<file path="config.mk">
export PLATFORM = sky130hd
export DESIGN_NAME = multi_mode_ff_bank_flat
export DESIGN_NICKNAME = d
export VERILOG_FILES = /design/src/rtl/ff_modes_pkg.sv /design/src/rtl/multi_mode_ff_bank_if.sv /design/src/rtl/ff_cell.sv /design/src/rtl/multi_mode_ff_bank.sv /design/src/flat_wrapper.sv
export SDC_FILE = /design/constraint.sdc
export NUM_CORES = 1
export LEC_CHECK = 0
export CORE_MARGIN = 2
export CORE_UTILIZATION = 51
export CTS_CLUSTER_DIAMETER = 200
export DETAILED_ROUTE_END_ITERATION = 16
export PLACE_DENSITY = 0.86
export SYNTH_ARGS = -nofsm -noshare
export SYNTH_HDL_FRONTEND = slang
export SYNTH_SLANG_ARGS = --single-unit
</file>
<file path="constraint.sdc">
create_clock -name clk -period 3.76 [get_ports clk]
set_input_delay 0.94 -clock clk [delete_from_list [all_inputs] [get_ports clk]]
set_output_delay 0.94 -clock clk [all_outputs]
set_load 0.05 [all_outputs]
</file>
<file path="src/rtl/ff_modes_pkg.sv">
// Mode encodings shared by the universal flip-flop bank,
// its per-bit cell and the bus interface.
package ff_modes_pkg;

  typedef enum logic [1:0] {
    MODE_SR = 2'b00,
    MODE_JK = 2'b01,
    MODE_D  = 2'b10,
    MODE_T  = 2'b11
  } ff_mode_e;

endpackage

</file>
<file path="src/rtl/multi_mode_ff_bank_if.sv">
// Control/status bundle of the multi-mode flip-flop bank.
// master drives controls, slave is the bank.
interface multi_mode_ff_bank_if
  import ff_modes_pkg::*;
#(
  parameter int WIDTH = 4,
  parameter int CNT_W = 8
);
  logic             en;
  ff_mode_e         mode;
  logic [WIDTH-1:0] a;
  logic [WIDTH-1:0] b;
  logic             load;
  logic [WIDTH-1:0] load_val;
  logic             err_clr;
  logic [WIDTH-1:0] q;
  logic [WIDTH-1:0] qn;
  logic [WIDTH-1:0] changed;
  logic [WIDTH-1:0] sr_err;
  logic [CNT_W-1:0] act_cnt;

  modport master (
    output en, mode, a, b, load, load_val, err_clr,
    input  q, qn, changed, sr_err, act_cnt
  );

  modport slave (
    input  en, mode, a, b, load, load_val, err_clr,
    output q, qn, changed, sr_err, act_cnt
  );
endinterface

</file>
<file path="src/rtl/ff_cell.sv">
// One universal flip-flop bit (SR/JK/D/T) with load and enable.
// q_next is exported so the bank can derive change/activity.
module ff_cell
  import ff_modes_pkg::*;
#(
  parameter logic RST_BIT = 1'b0
) (
  input  logic     clk,
  input  logic     rst,
  input  logic     en,
  input  ff_mode_e mode,
  input  logic     a,
  input  logic     b,
  input  logic     load,
  input  logic     load_val,
  output logic     q,
  output logic     q_next,
  output logic     illegal
);

  always_comb begin
    q_next  = q;
    illegal = 1'b0;
    if (load) begin
      q_next = load_val;
    end else if (en) begin
      unique case (mode)
        MODE_SR: begin
          unique case ({a, b})
            2'b01:   q_next = 1'b0;
            2'b10:   q_next = 1'b1;
            2'b11:   illegal = 1'b1;
            default: q_next = q;
          endcase
        end
        MODE_JK: begin
          unique case ({a, b})
            2'b01:   q_next = 1'b0;
            2'b10:   q_next = 1'b1;
            2'b11:   q_next = ~q;
            default: q_next = q;
          endcase
        end
        MODE_D:  q_next = a;
        MODE_T:  q_next = a ? ~q : q;
        default: q_next = q;
      endcase
    end
  end

  always_ff @(posedge clk or posedge rst) begin
    if (rst) q <= RST_BIT;
    else     q <= q_next;
  end

endmodule

</file>
<file path="src/rtl/multi_mode_ff_bank.sv">
// WIDTH-bit bank of universal flip-flops with sticky illegal-SR
// flags, a change mask and a saturating activity counter.
module multi_mode_ff_bank
  import ff_modes_pkg::*;
#(
  parameter int               WIDTH     = 4,
  parameter logic [WIDTH-1:0] RESET_VAL = '0,
  parameter int               CNT_W     = 8
) (
  input logic           clk,
  input logic           rst,
  multi_mode_ff_bank_if.slave bus
);

  logic [WIDTH-1:0] q;
  logic [WIDTH-1:0] q_next;
  logic [WIDTH-1:0] illegal;
  logic [WIDTH-1:0] changed;
  logic [WIDTH-1:0] sr_err;
  logic [CNT_W-1:0] act_cnt;
  logic [WIDTH-1:0] diff;

  for (genvar i = 0; i < WIDTH; i++) begin : g_cell
    ff_cell #(
      .RST_BIT (RESET_VAL[i])
    ) u_cell (
      .clk      (clk),
      .rst      (rst),
      .en       (bus.en),
      .mode     (bus.mode),
      .a        (bus.a[i]),
      .b        (bus.b[i]),
      .load     (bus.load),
      .load_val (bus.load_val[i]),
      .q        (q[i]),
      .q_next   (q_next[i]),
      .illegal  (illegal[i])
    );
  end

  assign diff = q_next ^ q;

  // A fresh illegal SR pair beats err_clr on the same edge
  always_ff @(posedge clk or posedge rst) begin
    if (rst) begin
      changed <= '0;
      sr_err  <= '0;
      act_cnt <= '0;
    end else begin
      changed <= diff;
      sr_err  <= (sr_err & ~{WIDTH{bus.err_clr}}) | illegal;
      if (|diff && act_cnt != {CNT_W{1'b1}})
        act_cnt <= act_cnt + 1'b1;
    end
  end

  assign bus.q       = q;
  assign bus.qn      = ~q;
  assign bus.changed = changed;
  assign bus.sr_err  = sr_err;
  assign bus.act_cnt = act_cnt;

endmodule
</file>
<file path="src/flat_wrapper.sv">
// flat-port wrapper written by rule: the top's interface ports become plain ports
module multi_mode_ff_bank_flat import ff_modes_pkg::*;
#(
  parameter int               WIDTH     = 4,
  parameter logic [WIDTH-1:0] RESET_VAL = '0,
  parameter int               CNT_W     = 8
)
  (clk, rst, bus_en, bus_mode, bus_a, bus_b, bus_load, bus_load_val, bus_err_clr, bus_q, bus_qn, bus_changed, bus_sr_err, bus_act_cnt);
  multi_mode_ff_bank_if #(.WIDTH(WIDTH), .CNT_W(CNT_W)) bus_i ();
  input logic clk;
  input logic rst;
  input wire logic [$bits(bus_i.en)-1:0] bus_en;
  input wire logic [$bits(bus_i.mode)-1:0] bus_mode;
  input wire logic [$bits(bus_i.a)-1:0] bus_a;
  input wire logic [$bits(bus_i.b)-1:0] bus_b;
  input wire logic [$bits(bus_i.load)-1:0] bus_load;
  input wire logic [$bits(bus_i.load_val)-1:0] bus_load_val;
  input wire logic [$bits(bus_i.err_clr)-1:0] bus_err_clr;
  output wire logic [$bits(bus_i.q)-1:0] bus_q;
  output wire logic [$bits(bus_i.qn)-1:0] bus_qn;
  output wire logic [$bits(bus_i.changed)-1:0] bus_changed;
  output wire logic [$bits(bus_i.sr_err)-1:0] bus_sr_err;
  output wire logic [$bits(bus_i.act_cnt)-1:0] bus_act_cnt;
  assign bus_i.en = bus_en;
  assign bus_i.mode = bus_mode;
  assign bus_i.a = bus_a;
  assign bus_i.b = bus_b;
  assign bus_i.load = bus_load;
  assign bus_i.load_val = bus_load_val;
  assign bus_i.err_clr = bus_err_clr;
  assign bus_q = bus_i.q;
  assign bus_qn = bus_i.qn;
  assign bus_changed = bus_i.changed;
  assign bus_sr_err = bus_i.sr_err;
  assign bus_act_cnt = bus_i.act_cnt;
  multi_mode_ff_bank #(.WIDTH(WIDTH), .RESET_VAL(RESET_VAL), .CNT_W(CNT_W)) u_core (.clk(clk), .rst(rst), .bus(bus_i));
endmodule
</file>
==> out/results.txt, run 1 <==
asr flop ratio synth = 100.0%
Pint = 546.5 uW
Final Instance Area = 1943 sq um
Core Util, Final = 69.86%
vias in the first global route = 1439
GR Util All Layers = 22.87%
share of post-route cells with drive strength above 1 = 8.057%
flop-to-flop setup slack = 1490 ps
Total Wirelength = 3685 um
GP Congestion = 0.8681
met1 usage = 26.25%
VDD IR max = 611.1 uV
RSZ-0062 raised after global routing = false
xor/xnor share of the synthesized area = 1.730%
final setup violating endpoints = 0
H-tree levels = 1
Initial DRC Count = 91
clock latency on the worst-skew pair = 300 ps
end point of the critical path = u_core.bus.act_cnt[6]
Final Slew Violations = 0
worst min-delay path class = reg2reg
Net count, final = 240
post-synthesis sequential area ratio = 32.95%
Synth Flop Type = dfrtp_1
largest net degree at the start of global routing = 21
post-synthesis simple-gate area fraction = 24.46%
crit share post-route = 86.61%
met2 usage = 42.38%
Die Y = 58.58 um
crit path time final = 3256 ps
clk sink count = 20
Clock Path Buffers = 2
Power Density = 544.3 nW/um^2
antenna cell count = 0
Leak = 0.8268 nW
crit-path cells = clkdlybuf4s50_1 -> inv_1 -> ha_1 -> mux2_2 -> a211oi_2 -> a2111o_1 -> nand4_1 -> o31ai_1 -> mux2_2
global-route wire length before repair = 6134 um
Seq pwr share = 32.6%
Comb pwr share = 55.2%
post-synthesis compound-gate area fraction = 21.17%
CTS Buf Count = 3
NetSw = 511.2 uW
Worst R2R End = u_core.bus.act_cnt[6]
placed inst area = 1907 sq um
Post-CTS Setup Inserts = 0
Syn Inst Count = 175
post-CTS sizing = 0
Max Cap Violations = 0
largest family of logic cells by synthesized area = simple AND/OR/NAND/NOR gates
Post-CTS Hold Buffers = 0
hold depth = 2
num rows = 19
crit path max-delay cell type = clkdlybuf4s50_1
PortBufs = 42
post-synthesis mux area share = 2.883%
Chip Width = 58.58 um
synthesized flop and latch total = 20
hold path startpoint = u_core.bus.sr_err[3]
Layout Skew = 4.971 ps
Cells after DPL = 238
initial core utilization = 54.61%
Final HPWL DP = 2847 um
commonest non-fill, non-tap cells in the layout = clkdlybuf4s50_1 (42), nand2_1 (23), dfrtp_1 (20), inv_1 (17), o21ai_0 (10)
fillers = 241
Post-synth EDFFs = 0
area of the mapped netlist = 1519 sq um
first-pass detailed-route iteration total = 5
Startpoint Class = primary input
Switching Share = 48.33%
most common cell after layout, fill and taps aside = clkdlybuf4s50_1
IO Pins = 43
Final Hold Fails = 0
Total Die Area = 3431 sq um
reg2reg start = u_core.g_cell[3].u_cell.q
Crit Path Category = in2reg
final global-route overflow total = 0
Crit path largest cell delay = 500 ps
Syn Area/Cell = 8.680 sq um
Data required, critical path = 3970 ps
synth warn = 0
GR peak layer = met2
Arrival @ worst endpoint = 3460 ps
Crit. Startpoint = bus_b[3]
DR vias/cell = 6.070
Post-Syn Nets = 203
Post-Synth Adder-Cell Area = 7.414%
most frequent CP cell = mux2_2
Yosys cell types = 50
met3 usage = 2.637%
reg2reg path depth = 6
Residual DRC = 0
Root Buffer = clkbuf_4
Core Footprint = 2781 sq um
clock slew at reported path FFs = 120 ps
f_max = 307.1 MHz
TritonCTS clock tree = built
Antenna Violating Nets Remaining = 0
non-filler instance count after layout = 242
Routed wire per std cell = 15.23 um
Area growth syn-to-layout = 27.92%
clock power share = 12.2%
outcome = finished clean
CP Max Fanout = 3
initial antenna violation count = 0
setup tns final = 0 ps
max_slew headroom = 48.69%
routed via count = 1469
worst slew pin tran = 768.8 ps
Crit. End Element = register
[synth_stat cells, types with 3 or more instances]
cell type	n	share of area, %
a21oi_1	4	1.3
and3b_1	3	1.7
buf_2	3	0.99
buf_4	5	2.5
dfrtp_1	20	33
ha_1	9	7.4
inv_1	17	4.2
mux2_2	3	2.2
nand2_1	23	5.7
nand3_1	7	2.3
nand4_1	8	3.3
nor2_1	6	1.5
nor2b_1	4	1.6
o211ai_1	4	2.0
o21ai_0	10	3.3
or3_1	5	2.1
[logic make-up after synthesis]
logic type                 Yosys count
buffers and inverters               28
AOI/OAI and AO/OA                   43
and+or+nand+nor                     68
adders and majority gates            9
xor gates and xnor gates             3
muxes                                4
DFF                                 20
[power by group through the flow]
| stage | Sequential [mW] | Combinational, mW | Clock (mW) |
|---|---|---|---|
| 3_5_place_dp | 0.347 | 0.583 | 0 |
| 3_3_place_gp | 0.344 | 0.569 | 0 |
| 6_report | 0.345 | 0.584 | 0.129 |
| 5_1_grt | 0.357 | 0.619 | 0.138 |
| 4_1_cts | 0.343 | 0.584 | 0.129 |
| 2_1_floorplan | 0.505 | 0.243 | 0 |
[area by class of cell]
class / instances / area [sq um] / share of cell area, %
Multi-Input combinational cell: 127 / 875.8 / 45.07
Sequential cell: 20 / 500.5 / 25.76
Timing Repair Buffer: 43 / 427.9 / 22.02
Inverter: 17 / 63.81 / 3.284
Tap cell: 31 / 38.79 / 1.996
Clock buffer: 4 / 36.28 / 1.867
[worst max-delay path: cells and delay by family]
kind,cells,cell delay [ps]
AOI/OAI and AO/OA,3,820
and+or+nand+nor,1,160
muxes,2,700
buffers and inverters,2,550
adders and majority gates,1,280
[flip-flops by register name (all words and copies together), names as in the netlist]
| name | flops |
|---|---|
| u_core.bus.changed | 4 |
| u_core.bus.act_cnt | 8 |
| u_core.bus.sr_err | 4 |
| u_core.g_cell.u_cell.q | 4 |
[routing by layer]
layer | wire, um | part of all wire (%) | vias up
li1 | - | - | 705
met1 | 1450 | 39 | 700
met5 | 0 | 0 | -
met3 | 212 | 5.8 | 6
met4 | 44 | 1.2 | 0
met2 | 1978 | 54 | 58
[through the flow]
stage	total power [mW]	worst slack (ps)	hold WS (ps)
floorplan	0.7472	893.4	582.9
global placement	0.9122	273.9	512.3
detailed placement	0.9306	150.2	516.4
CTS	1.056	474.7	536.3
global route	1.114	354.0	561.7
finish	1.058	503.6	537.3
[how the worst min path moves through the flow]
stage | endpoint | slack [ps]
floorplan | u_core.g_cell[2].u_cell.q | 580
global placement | u_core.bus.sr_err[1] | 510
detailed placement | u_core.bus.sr_err[3] | 520
CTS | u_core.bus.sr_err[3] | 540
global route | u_core.bus.sr_err[1] | 560
finish | u_core.bus.sr_err[3] | 540
No activity file was read; power rests on OpenSTA's default activity.
==> run 2, diff against run 1 <==
REMOVE_ABC_BUFFERS = 1   (was unset)
==> run 2 against run 1 <==
Worst hold slack got worse by 8.8 ps. Combinational power about the same. Clock skew down 1.2 ps. Cell area down 0.32%. Non-clock buffer count increased by 1. Final cell count is the same. Count of clock-buffer cells in the layout down 1. Largest cell class unchanged.
==> out/results.txt, run 2 (synthesis results as in run 1) <==
outcome = finished clean
PortBufs = 42 (unchanged)
clock power share = 10.3% (-1.9 points)
first-pass detailed-route iteration total = 4 (-1)
Root Buffer = clkbuf_4
Post-CTS Hold Buffers = 0 (unchanged)
setup tns final = 0 ps (unchanged)
num rows = 19 (unchanged)
Crit. End Element = register
final global-route overflow total = 0 (unchanged)
Chip Width = 58.58 um (unchanged)
post-CTS sizing = 0 (unchanged)
Top reg by flops = u_core.bus.act_cnt
initial antenna violation count = 0 (unchanged)
Area growth syn-to-layout = 27.51%
Layout Skew = 3.753 ps (-1.218 ps)
Initial DRC Count = 79 (-13%)
Net count, final = 241 (+0.42%)
Final HPWL DP = 2982 um (+4.7%)
worst min-delay path class = reg2reg
Total Wirelength = 3861 um (+4.8%)
vias in the first global route = 1438 (-0.069%)
largest net degree at the start of global routing = 21 (unchanged)
initial core utilization = 54.61% (unchanged)
Die Y = 58.58 um (unchanged)
Clock Path Buffers = 2 (unchanged)
max reg flops = 8 (unchanged)
IO Pins = 43 (unchanged)
clk sink count = 20 (unchanged)
Core Footprint = 2781 sq um (unchanged)
f_max = 311.1 MHz (+1.3%)
CTS Buf Count = 3 (unchanged)
Max Cap Violations = 0 (unchanged)
CP Max Fanout = 6 (+3)
TritonCTS clock tree = built
VDD IR max = 465.2 uV (-24%)
H-tree levels = 1 (unchanged)
Arrival @ worst endpoint = 3400 ps (-60 ps)
global-route wire length before repair = 6196 um (+1.0%)
Power Density = 535.8 nW/um^2 (-1.6%)
routed via count = 1455 (-0.95%)
clock latency on the worst-skew pair = 310 ps (about the same)
commonest non-fill, non-tap cells in the layout = clkdlybuf4s50_1 (42), nand2_1 (23), dfrtp_1 (20), inv_1 (17), o21ai_0 (10)
DR vias/cell = 6.012 (-0.95%)
Residual DRC = 0 (unchanged)
NetSw = 512.3 uW (+0.22%)
worst slew pin tran = 771.8 ps (+2.924 ps)
Switching Share = 49.37% (+1.0 points)
GP Congestion = 0.9112 (+5.0%)
Crit Path Category = in2reg
antenna cell count = 0 (unchanged)
Post-CTS Setup Inserts = 0 (unchanged)
Final Hold Fails = 0 (unchanged)
Leak = 0.8247 nW (-0.25%)
crit path time final = 3215 ps (-41.73 ps)
Pint = 525.4 uW (-3.9%)
Antenna Violating Nets Remaining = 0 (unchanged)
crit share post-route = 85.50% (-1.1 points)
RSZ-0062 raised after global routing = false
Total Die Area = 3431 sq um (unchanged)
Data required, critical path = 3940 ps (-30 ps)
Comb pwr share = 56.6% (+1.4 points)
clock slew at reported path FFs = 110 ps (about the same)
max_slew headroom = 48.49% (-0.20 points)
final setup violating endpoints = 0 (unchanged)
Cells after DPL = 239 (+0.42%)
Core Util, Final = 69.64% (-0.22 points)
Routed wire per std cell = 15.95 um (+4.8%)
Startpoint Class = primary input
non-filler instance count after layout = 242 (unchanged)
share of post-route cells with drive strength above 1 = 8.057% (unchanged)
Final Slew Violations = 0 (unchanged)
most common cell after layout, fill and taps aside = clkdlybuf4s50_1
GR Util All Layers = 23.39% (+0.52 points)
Seq pwr share = 33.2% (+0.6 points)
[run 2: worst max-delay path: stages]
cell	delay, ps
clkdlybuf4s50_1	500
inv_1	50
ha_1	270
mux2_2	340
a211oi_2	300
a2111o_1	200
nand4_1	150
nor3_2	480
o311ai_1	160
[run 2: stage by stage]
stage / total power, mW / setup WS (ps) / cell area, sq um / hold WS (ps)
global route: 1.094 / 376.9 / 1937 / 564.8
global placement: 0.9118 / 290.7 / 1914 / 512.4
finish: 1.038 / 545.3 / 1937 / 528.5
detailed placement: 0.9325 / 227.7 / 1914 / 515.3
floorplan: 0.7280 / 892.0 / 1440 / 747.8
CTS: 1.037 / 562.6 / 1937 / 532.1
[run 2: power by group through the flow]
stage                     Combinational, mW  Clock [mW]  Sequential [mW]
after floorplan                       0.205           0            0.523
after global placement                0.570           0            0.341
after detailed placement              0.585           0            0.347
after CTS                             0.587       0.107            0.342
after global routing                  0.623       0.115            0.356
final                                 0.587       0.107            0.344
[run 2: path summary, 6_finish.rpt]
| kind | start | to | slack, ps | cells past startpoint |
|---|---|---|---|---|
| setup / recovery | bus_b[3] | u_core.bus.act_cnt[3] | 550 | 9 |
| hold / removal | u_core.bus.sr_err[0] | u_core.bus.sr_err[0] | 530 | 2 |
| setup reg to reg | u_core.g_cell[3].u_cell.q | u_core.bus.act_cnt[3] | 1520 | 6 |
| hold reg to reg | u_core.bus.sr_err[0] | u_core.bus.sr_err[0] | 530 | 2 |
| max in group asynchronous | rst | u_core.bus.act_cnt[1] | 2230 | 2 |
| min in group asynchronous | rst | u_core.g_cell[0].u_cell.q | 1060 | 2 |
[run 2: metal layers]
layer	vias up	global-route usage [%]	share of wire, %
met4	0	10.71	1.0
met5	-	0	0
met1	683	27.12	41
met2	60	42.05	52
met3	6	3.736	5.9
li1	706	-	-
[run 2: layout make-up]
type	instances	area [sq um]
multi-input cells	127	875.8
fillers	237	844.6
flip-flops and latches	20	500.5
repair buffers	44	435.4
inverters	17	63.81
well taps	31	38.79
clock buffers	3	22.52
